$ cat src/rtl/regfile_pkg.sv
// ---------------------------------------------------------------------------
// regfile_pkg
//
// Purpose:
//   Shared constants and types for the 32x64 architectural register file and
//   the blocks that sit around it (writeback arbiter, issue scoreboard).
//
// Contents:
//   REG_ADDR_W    - register address width
//   REG_DATA_W    - register data width
//   NUM_ARCH_REGS - number of architectural registers
//   reg_addr_t    - register address type
//   reg_data_t    - register data type
//   busy_vec_t    - one pending-write bit per architectural register
// ---------------------------------------------------------------------------
package regfile_pkg;

  localparam int REG_ADDR_W    = 5;
  localparam int REG_DATA_W    = 64;
  localparam int NUM_ARCH_REGS = 32;

  typedef logic [REG_ADDR_W-1:0]    reg_addr_t;
  typedef logic [REG_DATA_W-1:0]    reg_data_t;
  typedef logic [NUM_ARCH_REGS-1:0] busy_vec_t;

endpackage : regfile_pkg

$ cat src/rtl/regfile_wb_arbiter_rr_arbiter.sv
// ---------------------------------------------------------------------------
// rr_arbiter
//
// Purpose:
//   Round-robin arbiter for N requesters. The search for a winner starts at
//   the pointer and wraps around; the grant is one-hot and purely
//   combinational. When the owner signals a completed transfer on 'advance',
//   the pointer moves to the requester just after the winner, so that
//   winner has the lowest priority in the next cycle.
//
// Ports:
//   clk      in   1   clock, rising edge
//   reset    in   1   synchronous, active-low reset (pointer -> 0)
//   req      in   N   request vector
//   advance  in   1   the current grant was consumed this cycle
//   grant    out  N   one-hot grant, all zero when nothing requests
// ---------------------------------------------------------------------------
module rr_arbiter #(
  parameter int N = 3
) (
  input  logic         clk,
  input  logic         reset,
  input  logic [N-1:0] req,
  input  logic         advance,
  output logic [N-1:0] grant
);

  localparam int PTR_W = (N > 1) ? $clog2(N) : 1;

  logic [PTR_W-1:0] r_ptr;
  logic [PTR_W-1:0] w_winIdx;
  logic             w_found;

  // Index of the requester that is k places after 'base', wrapping at N.
  function automatic logic [PTR_W-1:0] rotIdx(input logic [PTR_W-1:0] base,
                                              input int               k);
    int s;
    s = (int'(base) + k) % N;
    return PTR_W'(s);
  endfunction

  // Walk the requesters starting at the pointer; the first one found wins.
  always_comb begin
    w_found  = 1'b0;
    w_winIdx = '0;
    for (int k = 0; k < N; k++) begin
      if (!w_found && req[rotIdx(r_ptr, k)]) begin
        w_found  = 1'b1;
        w_winIdx = rotIdx(r_ptr, k);
      end
    end
    grant = w_found ? (N'(1) << w_winIdx) : '0;
  end

  // Pointer moves past the winner only when its grant was actually used;
  // an idle or stalled cycle keeps the current priority order.
  always_ff @(posedge clk) begin
    if (!reset) begin
      r_ptr <= '0;
    end else if (advance && w_found) begin
      r_ptr <= (w_winIdx == PTR_W'(N - 1)) ? '0 : w_winIdx + PTR_W'(1);
    end
  end

endmodule : rr_arbiter

$ cat src/rtl/regfile_wb_arbiter.sv
// ---------------------------------------------------------------------------
// regfile_wb_arbiter
//
// Purpose:
//   Owns the write port of the 32x64 register file. NUM_REQ writeback
//   sources (ALU, load, mov/immediate) compete round-robin for a single
//   registered write port. A pending-write scoreboard lets the issue stage
//   reserve destination registers and check sources for RAW hazards.
//
// Ports:
//   clk              in   1                 clock, rising edge
//   reset            in   1                 synchronous, active-low reset
//   req_valid        in   NUM_REQ           per-requester write request
//   req_addr         in   NUM_REQ*ADDR_W    packed dest addresses
//   req_data         in   NUM_REQ*DATA_W    packed write data
//   req_ready        out  NUM_REQ           one-hot grant
//   rsv_valid        in   1                 reserve a destination register
//   rsv_addr         in   ADDR_W            register to reserve
//   rsv_ready        out  1                 reservation accepted this cycle
//   chk_addr1/2      in   ADDR_W            source registers to check
//   chk_busy1/2      out  1                 source has a pending write
//   rf_write_enable  out  1                 register file write enable
//   rf_write_addr    out  ADDR_W            register file write address
//   rf_write_data    out  DATA_W            register file write data
//   busy_count       out  clog2(NUM_REGS+1) number of pending registers
//
// Build option:
//   WB_BYPASS_EN - when defined, adds fwd_data1/fwd_data2 outputs. A source
//   being written this very cycle reads as not busy and its value is
//   offered on fwd_dataN. When undefined, chk_busy drops one cycle after
//   the register file write.
// ---------------------------------------------------------------------------
module regfile_wb_arbiter
  import regfile_pkg::*;
#(
  parameter int NUM_REQ  = 3,
  parameter int NUM_REGS = NUM_ARCH_REGS,
  parameter int ADDR_W   = REG_ADDR_W,
  parameter int DATA_W   = REG_DATA_W,
  parameter int CNT_W    = $clog2(NUM_REGS + 1)
) (
  input  logic                      clk,
  input  logic                      reset,
  input  logic [NUM_REQ-1:0]        req_valid,
  input  logic [NUM_REQ*ADDR_W-1:0] req_addr,
  input  logic [NUM_REQ*DATA_W-1:0] req_data,
  output logic [NUM_REQ-1:0]        req_ready,
  input  logic                      rsv_valid,
  input  logic [ADDR_W-1:0]         rsv_addr,
  output logic                      rsv_ready,
  input  logic [ADDR_W-1:0]         chk_addr1,
  input  logic [ADDR_W-1:0]         chk_addr2,
  output logic                      chk_busy1,
  output logic                      chk_busy2,
  output logic                      rf_write_enable,
  output logic [ADDR_W-1:0]         rf_write_addr,
  output logic [DATA_W-1:0]         rf_write_data,
  output logic [CNT_W-1:0]          busy_count
`ifdef WB_BYPASS_EN
  ,
  output logic [DATA_W-1:0]         fwd_data1,
  output logic [DATA_W-1:0]         fwd_data2
`endif
);

  // Arbiter connection
  logic [NUM_REQ-1:0] w_grant;
  logic               w_xfer;

  // Winner's payload
  logic [ADDR_W-1:0]  w_selAddr;
  logic [DATA_W-1:0]  w_selData;

  // Registered write port
  logic               r_wrEnable;
  logic [ADDR_W-1:0]  r_wrAddr;
  logic [DATA_W-1:0]  r_wrData;

  // Scoreboard
  logic [NUM_REGS-1:0] r_busy;
  logic [NUM_REGS-1:0] w_busyNext;
  logic [CNT_W-1:0]    r_busyCount;
  logic [CNT_W-1:0]    w_busyCountNext;
  logic                w_rsvAccept;

  // -------------------------------------------------------------------------
  // Arbitration. The grant only looks at req_valid, never at the data.
  // -------------------------------------------------------------------------
  rr_arbiter #(
    .N (NUM_REQ)
  ) u_rr_arbiter (
    .clk     (clk),
    .reset   (reset),
    .req     (req_valid),
    .advance (w_xfer),
    .grant   (w_grant)
  );

  // Nobody is granted while reset is held; anything presented then is lost.
  assign req_ready = reset ? w_grant : '0;
  assign w_xfer    = |(req_valid & req_ready);

  // The grant is one-hot, so OR-ing the granted lanes selects the winner.
  always_comb begin
    w_selAddr = '0;
    w_selData = '0;
    for (int i = 0; i < NUM_REQ; i++) begin
      if (w_grant[i]) begin
        w_selAddr = w_selAddr | req_addr[i*ADDR_W +: ADDR_W];
        w_selData = w_selData | req_data[i*DATA_W +: DATA_W];
      end
    end
  end

  // -------------------------------------------------------------------------
  // Write port register: a transfer in one cycle becomes the register file
  // write in the next. Address/data are held when idle so the port doesn't
  // toggle needlessly; only the enable matters then.
  // -------------------------------------------------------------------------
  always_ff @(posedge clk) begin
    if (!reset) begin
      r_wrEnable <= 1'b0;
      r_wrAddr   <= '0;
      r_wrData   <= '0;
    end else begin
      r_wrEnable <= w_xfer;
      if (w_xfer) begin
        r_wrAddr <= w_selAddr;
        r_wrData <= w_selData;
      end
    end
  end

  assign rf_write_enable = r_wrEnable;
  assign rf_write_addr   = r_wrAddr;
  assign rf_write_data   = r_wrData;

  // -------------------------------------------------------------------------
  // Scoreboard. A register already waiting on a write cannot be reserved a
  // second time, which is what stalls WAW in the issue stage.
  // -------------------------------------------------------------------------
  assign rsv_ready   = reset & ~r_busy[rsv_addr];
  assign w_rsvAccept = rsv_valid & rsv_ready;

  // The clear is applied first and the set second, so a register that is
  // written back and re-reserved on the same edge stays busy for the new
  // producer.
  always_comb begin
    w_busyNext = r_busy;
    if (r_wrEnable) begin
      w_busyNext[r_wrAddr] = 1'b0;
    end
    if (w_rsvAccept) begin
      w_busyNext[rsv_addr] = 1'b1;
    end
  end

  // The count is taken from the next-state vector so it lands on the same
  // edge as the busy bits it describes.
  always_comb begin
    w_busyCountNext = '0;
    for (int i = 0; i < NUM_REGS; i++) begin
      w_busyCountNext = w_busyCountNext + CNT_W'(w_busyNext[i]);
    end
  end

  always_ff @(posedge clk) begin
    if (!reset) begin
      r_busy      <= '0;
      r_busyCount <= '0;
    end else begin
      r_busy      <= w_busyNext;
      r_busyCount <= w_busyCountNext;
    end
  end

  assign busy_count = r_busyCount;

  // -------------------------------------------------------------------------
  // Source checks. Without bypass a source stays busy through the cycle the
  // register file is being written, because the file only holds the value
  // after that edge. With bypass the in-flight value is handed over directly.
  // -------------------------------------------------------------------------
  always_comb begin
    chk_busy1 = r_busy[chk_addr1];
    chk_busy2 = r_busy[chk_addr2];
`ifdef WB_BYPASS_EN
    fwd_data1 = '0;
    fwd_data2 = '0;
    if (r_wrEnable && (r_wrAddr == chk_addr1)) begin
      chk_busy1 = 1'b0;
      fwd_data1 = r_wrData;
    end
    if (r_wrEnable && (r_wrAddr == chk_addr2)) begin
      chk_busy2 = 1'b0;
      fwd_data2 = r_wrData;
    end
`endif
  end

endmodule : regfile_wb_arbiter
$ cat config.mk
export PLATFORM = sky130hd
export DESIGN_NAME = regfile_wb_arbiter
export DESIGN_NICKNAME = d
export VERILOG_FILES = /design/src/rtl/regfile_pkg.sv /design/src/rtl/regfile_wb_arbiter_rr_arbiter.sv /design/src/rtl/regfile_wb_arbiter.sv
export SDC_FILE = /design/constraint.sdc
export NUM_CORES = 1
export LEC_CHECK = 0
export ABC_AREA = 1
export BUFFER_PORTS_ARGS = -buffer_cell sky130_fd_sc_hd__buf_2
export CORE_MARGIN = 2
export CORE_UTILIZATION = 49
export CTS_CLUSTER_SIZE = 30
export DETAILED_ROUTE_END_ITERATION = 6
export GPL_ROUTABILITY_DRIVEN = 0
export MAX_ROUTING_LAYER = met4
export PLACE_DENSITY = 0.77
export SLEW_MARGIN = 25
export SYNTH_ARGS = -nofsm -noshare
export SYNTH_HDL_FRONTEND = slang
export SYNTH_HIERARCHICAL = 1
export SYNTH_SLANG_ARGS = --single-unit
$ cat constraint.sdc
create_clock -name clk -period 7.57 [get_ports clk]
set_input_delay 1.514 -clock clk [delete_from_list [all_inputs] [get_ports clk]]
set_output_delay 1.514 -clock clk [all_outputs]
set_load 0.005 [all_outputs]
## Yosys cells after proc, flatten, opt, wreduce, memory -nomap -nowiden

Cells that the tools add are included.

| storage, ports and cells | value |
|---|---|
| flip-flop bits (word level) | 110 |
| input bits | 228 |
| output and inout bits | 82 |
| word-level logic and storage cells | 106 |

| cells by class | value |
|---|---|
| add/sub/neg operators | 34 |
| divide/modulo/power cells | 3 |
| order comparisons | 9 |
| equality and inequality tests | 1 |
| shifts and indexed selects | 1 |
| muxes and demuxes | 33 |
| bitwise gates (word level) | 11 |
| reductions and logical operators | 8 |

Operators by type and width:

| kind | count |
|---|---|
| $mux W64 | 3 |
| $add A6 B1 Y6 | 26 |
| $or A64 B64 Y64 | 2 |
| $mod A32 B3 Y32 const B | 2 |
| $mux W32 | 2 |
| $and A32 B32 Y32 | 1 |
| $mod A3 B3 Y32 const B | 1 |
| $not A32 Y32 | 1 |
| $or A32 B32 Y32 | 1 |
| $lt A5 B6 Y1 const B | 4 |
| $bmux W1 S5 | 3 |
| $mux W5 | 3 |
| $mux W1 | 11 |
| $demux W1 S5 | 2 |
| $ge A5 B1 Y1 const B | 2 |
| $or A5 B5 Y5 | 2 |
| $lt A2 B3 Y1 const B | 3 |
| $mux W2 | 4 |
| $add A5 B1 Y6 | 1 |
| $bmux W1 S2 | 3 |
| $mux W3 | 2 |
| $add A4 B1 Y5 | 1 |
| $logic_and A1 B1 Y1 | 5 |
| $add A3 B1 Y4 | 1 |
| other kinds (12) | 14 |

## Depth between registers and ports, before layout

Gate-level depths: netlist of the first run.

| logic depth | value |
|---|---|
| depth after elaboration | 40 |
| depth in mapped cells | 32 |

## Modules after synthesis

Netlist of the first run, hierarchy kept.

Modules (own cells, without submodules):

| module | instances | cells each | area an instance (µm²) | sequential area each (µm²) |
|---|---|---|---|---|
| regfile_wb_arbiter | 1 | 1044 | 7046.8 | 2162.1 |
| rr_arbiter | 1 | 63 | 366.6 | 40.0 |

## Least setup slack after synthesis of the first run

OpenSTA, ideal clock, no wires.

| timing | value |
|---|---|
| path type | input port to flip-flop |
| from | input port rsv_addr[0] |
| to | register r_busyCount[4] (netlist: busy_count[4]) |
| setup time | 0.070 ns |
| data arrival time | 7.029 ns |
| required time | 7.500 ns |
| setup slack | 0.471 ns |
| stages | 28 |
| path buffers | 3 |
| cells stage by stage | buf_4 > buf_2 > nand2_1 > o21ai_0 > nand2_1 > nand2_1 > nand2_1 > nand2_1 > nor2_2 > nand3_2 > nor2_8 > buf_2 > a21oi_1 > fa_1 > inv_1 > fa_1 > fa_1 > fa_1 > inv_1 > fa_1 > fa_1 > inv_1 > ha_1 > fa_1 > a21oi_1 > o21ba_2 > o21ai_0 > a21oi_1 |

| on the way | value |
|---|---|
| word-level cells in the longest chain between the ends | 37 |

RTL lines:

| what | line | text |
|---|---|---|
| start, declared | regfile_wb_arbiter.sv:49 | `input logic [ADDR_W-1:0] rsv_addr,` |
| $lt A5 B6 Y1 (not written as such) (tied with other cells) | regfile_wb_arbiter.sv:154 | `w_busyNext[rsv_addr] = 1'b1;` |
| $logic_and A1 B1 Y1 (not written as such) or $mux W1 (tied branches) | regfile_wb_arbiter.sv:154, regfile_wb_arbiter.sv:142 |  |
| $mux W1 (not written as such) or $not A1 Y1 (tied branches) | regfile_wb_arbiter.sv:154, regfile_wb_arbiter.sv:142 |  |
| $demux W1 S5 or $and A1 B1 Y1 (tied branches) | regfile_wb_arbiter.sv:154, regfile_wb_arbiter.sv:142 |  |
| $or A32 B32 Y32 (no line) or $and A1 B1 Y1 (tied branches) | n/a |  |
| $mux W32 * | regfile_wb_arbiter.sv:153 | `if (w_rsvAccept) begin` |
| $add A1 B1 Y2 | regfile_wb_arbiter.sv:163 | `w_busyCountNext = w_busyCountNext + CNT_W'(w_busyNext[i]);` |
| $add A2 B1 Y3 | regfile_wb_arbiter.sv:163 |  |
| $add A3 B1 Y4 | regfile_wb_arbiter.sv:163 |  |
| $add A4 B1 Y5 | regfile_wb_arbiter.sv:163 |  |
| $add A5 B1 Y6 | regfile_wb_arbiter.sv:163 |  |
| $add A6 B1 Y6 (25 in a row) | regfile_wb_arbiter.sv:163 |  |
| $add A6 B1 Y6 * | regfile_wb_arbiter.sv:163 |  |
| end signal, assigned | regfile_wb_arbiter.sv:173 | `r_busyCount <= w_busyCountNext;` |
| end, declared | regfile_wb_arbiter.sv:82 | `logic [CNT_W-1:0] r_busyCount;` |

Mark *: on every way between the ends. The rest lies on a longest branch, timed or not. The select of a mux whose other input is x is not followed.
A chain may end at the register's enable or synchronous reset.

## Final worst setup path of the first run

| timing | value |
|---|---|
| from | input port rsv_addr[1] |
| to | register r_busyCount[4] (netlist: busy_count[4]) |

Same word-level chain as after synthesis.

==> results.ini, run 1 <==
[synth]
seq_area_frac_synth_pct=29.7
synth_top_family_by_area=simple AND/OR/NAND/NOR gates
yosys.area.top_type=dfxtp_1
syn_avg_cell_area_sq_um=6.70
netlist_top_cells_count=nand2_1 (349), dfxtp_1 (110), inv_1 (108)
synth-compound-area-share_pct=23.6
synth_area_leaders=dfxtp_1 (30%), nand2_1 (18%), o21ai_0 (6.8%)
synth_fp_nets=1370
synth_edf_count=0
synthCells=1107
synth_cell_types=34
synth_fa_ha_area_share_pct=8.34
yosysMostFrequentCell=nand2_1
synth-main-ff-cell=dfxtp_1
synth_xor_area_share_pct=0
synth_mux_area_share_pct=0
synth_top_area_share_pct=29.7
ys_seq_elements=110
yosys.area_share.simple_pct=28.6
yosysWarnings=6
synthArstFlopShare_pct=0
syn-cell-area_sq_mm=0.00741

[worst_setup_path]
crit_path_max_fanout=28
endpoint=busy_count[4]$_SDFF_PN0_
cp.arrival_ns=7.47
r2r_end=busy_count[4]$_SDFF_PN0_
end_kind=flip-flop
rr_worst_depth=20
startpoint=rsv_addr[1]
reg2reg_from=rf_write_addr[1]$_SDFFE_PN0P_
cp-start-kind=input port
critical_path_required_ns=7.85
reg2reg_slack_ns=1.33
worstSetupPathType=in2reg

[route]
first_pass_iters=5
drt-total-wl_microns=27900
post_drt_wl_per_cell_microns=17.9
drt_iter0_drc=866
route.detailed.drc=0
vias_per_cell=5.63
vias=8806
ant_nets=0

[cts]
cts-resized-gates=0
clock_latency_ns=0.35
tritoncts=done
cts_buffer_depth=2
htreeDepth=3
cts.sinks=110
clk_pin_slew_worst_paths_ns=0.07
cts_hold_buf=0
cts_setup_buffers=0
root_buffer=clkbuf_16
cts_buffers=9

[timing]
setup_viol=0
finalCriticalPeriod_ns=7.19
fin_skew_ns=0.00859
hold_viol=0
layout_setup_ws_ns=0.382
worstMarginPinSlew_ns=0.970
fin_crit_sh_pct=95.0
rsz0062_at_grt=no
drv_slew=0
fin_tns_setup_ns=0
fmax_mhz=139
relSlewSlack_pct=34.9

[global_routing]
grtUsageTotal_pct=34.8
antenna_found_initial=2
grt-ovfl-total=0
use_met1_pct=45.0
grt_max_degree=92
top_usage_layer=met2
use_met3_pct=10.9
grt_pass1_wl_microns=42500
grt_use_met2_pct=50.8
grt_pass1_vias=8103

[pwr]
leakage_nw=4.72
power_density_mw_per_mm2=402
irDropWorstVdd_v=0.000595

[layout]
area_growth_pct=25.7
nets=1635
ff_latch_area_sq_mm=0.00220
postLayoutCoreUtil_pct=63.6
fillCellCount=1414
drive_above_1_share_pct=26.3
multi_input_area_sq_mm=0.00451

[floorplanning]
die_x_microns=127
ios=310
die_h_microns=127
die_area_sq_mm=0.0161
initial_core_util_pct=50.6
floorplan.rows=44
core_area_sq_mm=0.0146

[placed_design]
place_ws_ns=0.0682
hpwl_microns=21600
io_buffer_count=309

[job]
drv_cap=0

[worst_hold_path]
min_path_type=reg2reg

[run_status]
status=finished clean

how the worst min path moves through the flow:
stage	to	startpoint	cells after the start
after CTS	rf_write_data[13]$_SDFFE_PN0P_	rf_write_data[13]$_SDFFE_PN0P_	1
after global routing	rf_write_data[47]$_SDFFE_PN0P_	rf_write_data[47]$_SDFFE_PN0P_	1
after global placement	rf_write_data[14]$_SDFFE_PN0P_	rf_write_data[14]$_SDFFE_PN0P_	1
after detailed placement	rf_write_data[13]$_SDFFE_PN0P_	rf_write_data[13]$_SDFFE_PN0P_	1
after floorplan	rf_write_data[10]$_SDFFE_PN0P_	rf_write_data[10]$_SDFFE_PN0P_	1
final	rf_write_data[42]$_SDFFE_PN0P_	rf_write_data[42]$_SDFFE_PN0P_	1
kinds of logic after synthesis:
kind of cell,after synthesis
adder cells (fa/ha/maj),35
flip-flops,110
AND/OR/NAND/NOR,510
AO/OA/AOI/OAI,271
buffers and inverters,181
stage by stage:
step	area, sq um	power, W	std cells	hold WS, ns
6_report	9320	0.00374	1563	0.495
5_1_grt	9320	0.00402	1563	0.511
4_1_cts	9320	0.00371	1561	0.498
3_5_place_dp	9010	0.00321	1545	0.481
3_3_place_gp	9010	0.00319	1545	0.475
2_1_floorplan	7410	0.00241	1107	0.495
critical path: stages:
cell and delay [ns]:
buf_2 0.25, inv_2 0.14, nand3_1 0.09, nand2_1 0.05, nor2_1 0.10, nor2_1 0.05, nor2_2 0.14, nand3_2 0.15
nor2_8 0.32, a21boi_0 0.23, fa_1 0.58, inv_1 0.06, fa_1 0.46, fa_1 0.53, fa_1 0.56, inv_1 0.06
fa_1 0.50, fa_1 0.53, inv_1 0.04, ha_1 0.22, fa_1 0.40, a21oi_1 0.15, o21ba_2 0.14, o21ai_0 0.07
a21oi_1 0.15
flip-flops by register name, summed over array words and instances, names as in the netlist:
signal              flops
busy_count              6
r_busy                 32
rf_write_addr           5
rf_write_data          64
u_rr_arbiter/r_ptr      2
rf_write_enable         1
cell usage in the layout, fill, tap and decap left out, drive strengths merged:
master | synthesis | routed
diode | 0 | 2
nand3 | 23 | 23
nor3 | 19 | 19
nor2 | 77 | 77
clkbuf | 54 | 10
o21ba | 1 | 1
clkinv | 1 | 6
fa | 24 | 24
o21ai | 103 | 103
a21oi | 67 | 67
a31oi | 3 | 3
clkinvlp | 0 | 1
o211a | 35 | 35
ha | 11 | 11
o211ai | 2 | 2
a21boi | 17 | 17
a41oi | 32 | 32
buf | 12 | 320
o21a | 1 | 1
nand2 | 354 | 354
o221ai | 8 | 8
bufinv | 0 | 1
nand4 | 37 | 37
o22ai | 2 | 2
dfxtp | 110 | 110
inv | 114 | 113
where the power goes:
group          internal (W)  switching (W)  total, W  leakage (nW)
Clock              0.000265       0.000221  0.000486         0.148
Combinational      0.000734        0.00160   0.00233          3.67
Sequential         0.000795       0.000129  0.000925         0.900
Total               0.00179        0.00195   0.00374          4.72
layer usage:
metal  part of all wire [%]  routed length [microns]
met1                     41                    11500
met5                      0                        0
met4                    3.4                      948
met2                     42                    11900
met3                     13                     3640
area by class of cell:
class / instances / share of cell area [%]
diodes: 2 / 0.0537
clock buffers: 10 / 2.56
clock inverters: 6 / 0.658
inverters: 115 / 4.63
multi-input cells: 816 / 48.4
flip-flops and latches: 110 / 23.6
well taps: 184 / 2.47
repair buffers: 320 / 17.6
No activity file was read; power rests on OpenSTA's default activity.
==> run 2: changes to the inputs <==
==> constraint.sdc (replaced) <==
create_clock -name clk -period 7.57 [get_ports clk]
set_input_delay 1.1355 -clock clk [delete_from_list [all_inputs] [get_ports clk]]
set_output_delay 1.1355 -clock clk [all_outputs]
set_load 0.005 [all_outputs]
==> run 2 against run 1 <==
Compared with the run above: sequential cell count unchanged; worst setup slack better by 0.14 ns; count of clock-buffer cells in the layout unchanged; worst hold slack gained 0.0038 ns; register-to-register slack improved by 0.05 ns; combinational power is essentially flat; critical path type unchanged; largest power group unchanged.
==> results.ini, run 2 (synthesis gave the netlist of run 1 again) <==
[route]
vias_per_cell=5.74  ; was 5.63
first_pass_iters=5  ; unchanged
drt_iter0_drc=1036  ; was 866
drt-total-wl_microns=28000  ; was 27,900 microns
ant_nets=0  ; unchanged
post_drt_wl_per_cell_microns=17.9  ; about the same
route.detailed.drc=0  ; unchanged
vias=8954  ; was 8,806

[timing]
finalCriticalPeriod_ns=7.05  ; was 7.19 ns
fmax_mhz=142  ; was 139 MHz
worstMarginPinSlew_ns=0.976  ; was 0.970 ns
hold_viol=0  ; unchanged
fin_skew_ns=0.0104  ; was 0.00859 ns
setup_viol=0  ; unchanged
rsz0062_at_grt=no  ; unchanged
fin_tns_setup_ns=0  ; unchanged
fin_crit_sh_pct=93.1  ; was 95.0%
drv_slew=0  ; unchanged
relSlewSlack_pct=34.9  ; about the same

[floorplanning]
initial_core_util_pct=50.6  ; unchanged
ios=310  ; unchanged
floorplan.rows=44  ; unchanged
die_x_microns=127  ; unchanged
die_area_sq_mm=0.0161  ; unchanged
die_h_microns=127  ; unchanged
core_area_sq_mm=0.0146  ; unchanged

[layout]
final_cell_mix=nand2_1 (349), buf_2 (309), dfxtp_1 (110)  ; unchanged
nets=1633  ; was 1,635
multi_input_area_sq_mm=0.00451  ; unchanged
ff_latch_area_sq_mm=0.00220  ; unchanged
fillCellCount=1427  ; was 1,414
final_cell_area_sq_mm=0.00928  ; was 0.00932 sq mm
drive_above_1_share_pct=26.3  ; about the same
stdcell_count=1559  ; was 1,563
largest_reg_flops=64  ; unchanged
final_common_cell=nand2_1  ; unchanged
area_growth_pct=25.2  ; was 25.7%
antenna_cells=0  ; was 2

[cts]
cts_buffer_depth=2  ; unchanged
cts_hold_buf=0  ; unchanged
tritoncts=done  ; unchanged
clk_pin_slew_worst_paths_ns=0.08  ; was 0.07 ns
root_buffer=clkbuf_16  ; unchanged
cts.sinks=110  ; unchanged
cts-resized-gates=0  ; unchanged
cts_buffers=9  ; unchanged
htreeDepth=3  ; unchanged
clock_latency_ns=0.36  ; was 0.35 ns
cts_setup_buffers=0  ; unchanged

[worst_setup_path]
end_kind=flip-flop  ; unchanged
cp.arrival_ns=7.34  ; was 7.47 ns
crit_path_max_fanout=30  ; was 28
crit_buf_inv=5  ; unchanged
cpMostUsedCell=fa_1  ; unchanged
cp_slowest_cell=fa_1  ; unchanged
critical_path_required_ns=7.86  ; was 7.85 ns
path_delay_family=adder cells  ; unchanged
worstSetupPathType=in2reg  ; unchanged
cp-start-kind=input port  ; unchanged
max_stage_delay_ns=0.58  ; about the same

[placed_design]
hpwl_microns=21500  ; was 21,600 microns
placed_cell_area_sq_mm=0.00899  ; was 0.00901 sq mm
placedCellCount=1543  ; was 1,545
io_buffer_count=309  ; unchanged

[pwr]
power_density_mw_per_mm2=402  ; about the same
leakage_nw=4.70  ; was 4.72 nW
irDropWorstVdd_v=0.000493  ; was 0.000595 V

[run_status]
status=finished clean  ; unchanged

[global_routing]
grt-ovfl-total=0  ; unchanged
grt_pass1_wl_microns=43300  ; was 42,500 microns
grt_max_degree=92  ; unchanged
grt_pass1_vias=8079  ; was 8,103
antenna_found_initial=0  ; was 2
grtUsageTotal_pct=35.3  ; was 34.8%

[job]
drv_cap=0  ; unchanged

[worst_hold_path]
min_path_type=reg2reg  ; unchanged

-- run 2: cell types whose count changed in the layout (fill, tap and decap cells not counted), sizes merged --
| cell | before | now |
|---|---|---|
| buf | 320 | 318 |
| bufinv | 1 | 0 |
| clkinv | 6 | 1 |
| clkinvlp | 1 | 2 |
| diode | 2 | 0 |
| inv | 113 | 118 |
-- run 2: report_power, final --
| part | switching [W] | internal, W | total (W) |
|---|---|---|---|
| clock network | 0.000243 | 0.000239 | 0.000482 |
| registers | 0.000130 | 0.000795 | 0.000924 |
| logic | 0.00159 | 0.000736 | 0.00232 |
| total | 0.00196 | 0.00177 | 0.00373 |
-- run 2: routing by layer --
| metal | vias up | GRT usage [%] | part of all wire, % |
|---|---|---|---|
| met5 | - | - | 0 |
| met4 | 0 | 12.0 | 3.5 |
| met3 | 82 | 6.99 | 12 |
| met2 | 580 | 52.6 | 42 |
| met1 | 4073 | 48.2 | 42 |
| li1 | 4219 | - | - |
-- run 2: per-stage QoR --
step | setup slack [ns] | hold WS [ns] | util (%) | power [W]
global placement | 0.348 | 0.475 | 61.4 | 0.00319
finish | 0.519 | 0.499 | 63.4 | 0.00373
CTS | 0.566 | 0.501 | 63.4 | 0.00370
global route | 0.0839 | 0.525 | 63.4 | 0.00403
floorplan | 0.850 | 0.495 | - | 0.00241
detailed placement | 0.185 | 0.483 | 61.4 | 0.00321
-- run 2: worst reg2reg max path, cell delays in order, from the launching register on --
cell and delay, ns:
dfxtp_1 0.46, inv_1 0.12, nor3_1 0.35, inv_1 0.22, o21ai_0 0.32, a21boi_0 0.32
fa_1 0.47, fa_1 0.52, inv_1 0.05, fa_1 0.47, fa_1 0.56, inv_1 0.06
fa_1 0.50, fa_1 0.52, inv_1 0.05, ha_1 0.22, fa_1 0.40, a21oi_1 0.14
o21ba_2 0.14, o21ai_0 0.07, a21oi_1 0.17
-- run 2: cell type report --
class / instances / share of cell area [%]
Multi-Input combinational cell: 816 / 48.6
Inverter: 115 / 4.65
Sequential cell: 110 / 23.7
Timing Repair Buffer: 318 / 17.4
Tap cell: 184 / 2.48
Clock inverter: 6 / 0.566
Clock buffer: 10 / 2.58
-- run 2: final timing paths --
kind	from	end	slack [ns]	cells after the start
worst max-delay path	rsv_addr[0]	busy_count[4]$_SDFF_PN0_	0.52	27
worst min-delay path	rf_write_data[48]$_SDFFE_PN0P_	rf_write_data[48]$_SDFFE_PN0P_	0.50	1
worst max register to register	rf_write_addr[1]$_SDFFE_PN0P_	busy_count[4]$_SDFF_PN0_	1.38	20
worst min register to register	rf_write_data[48]$_SDFFE_PN0P_	rf_write_data[48]$_SDFFE_PN0P_	0.50	1
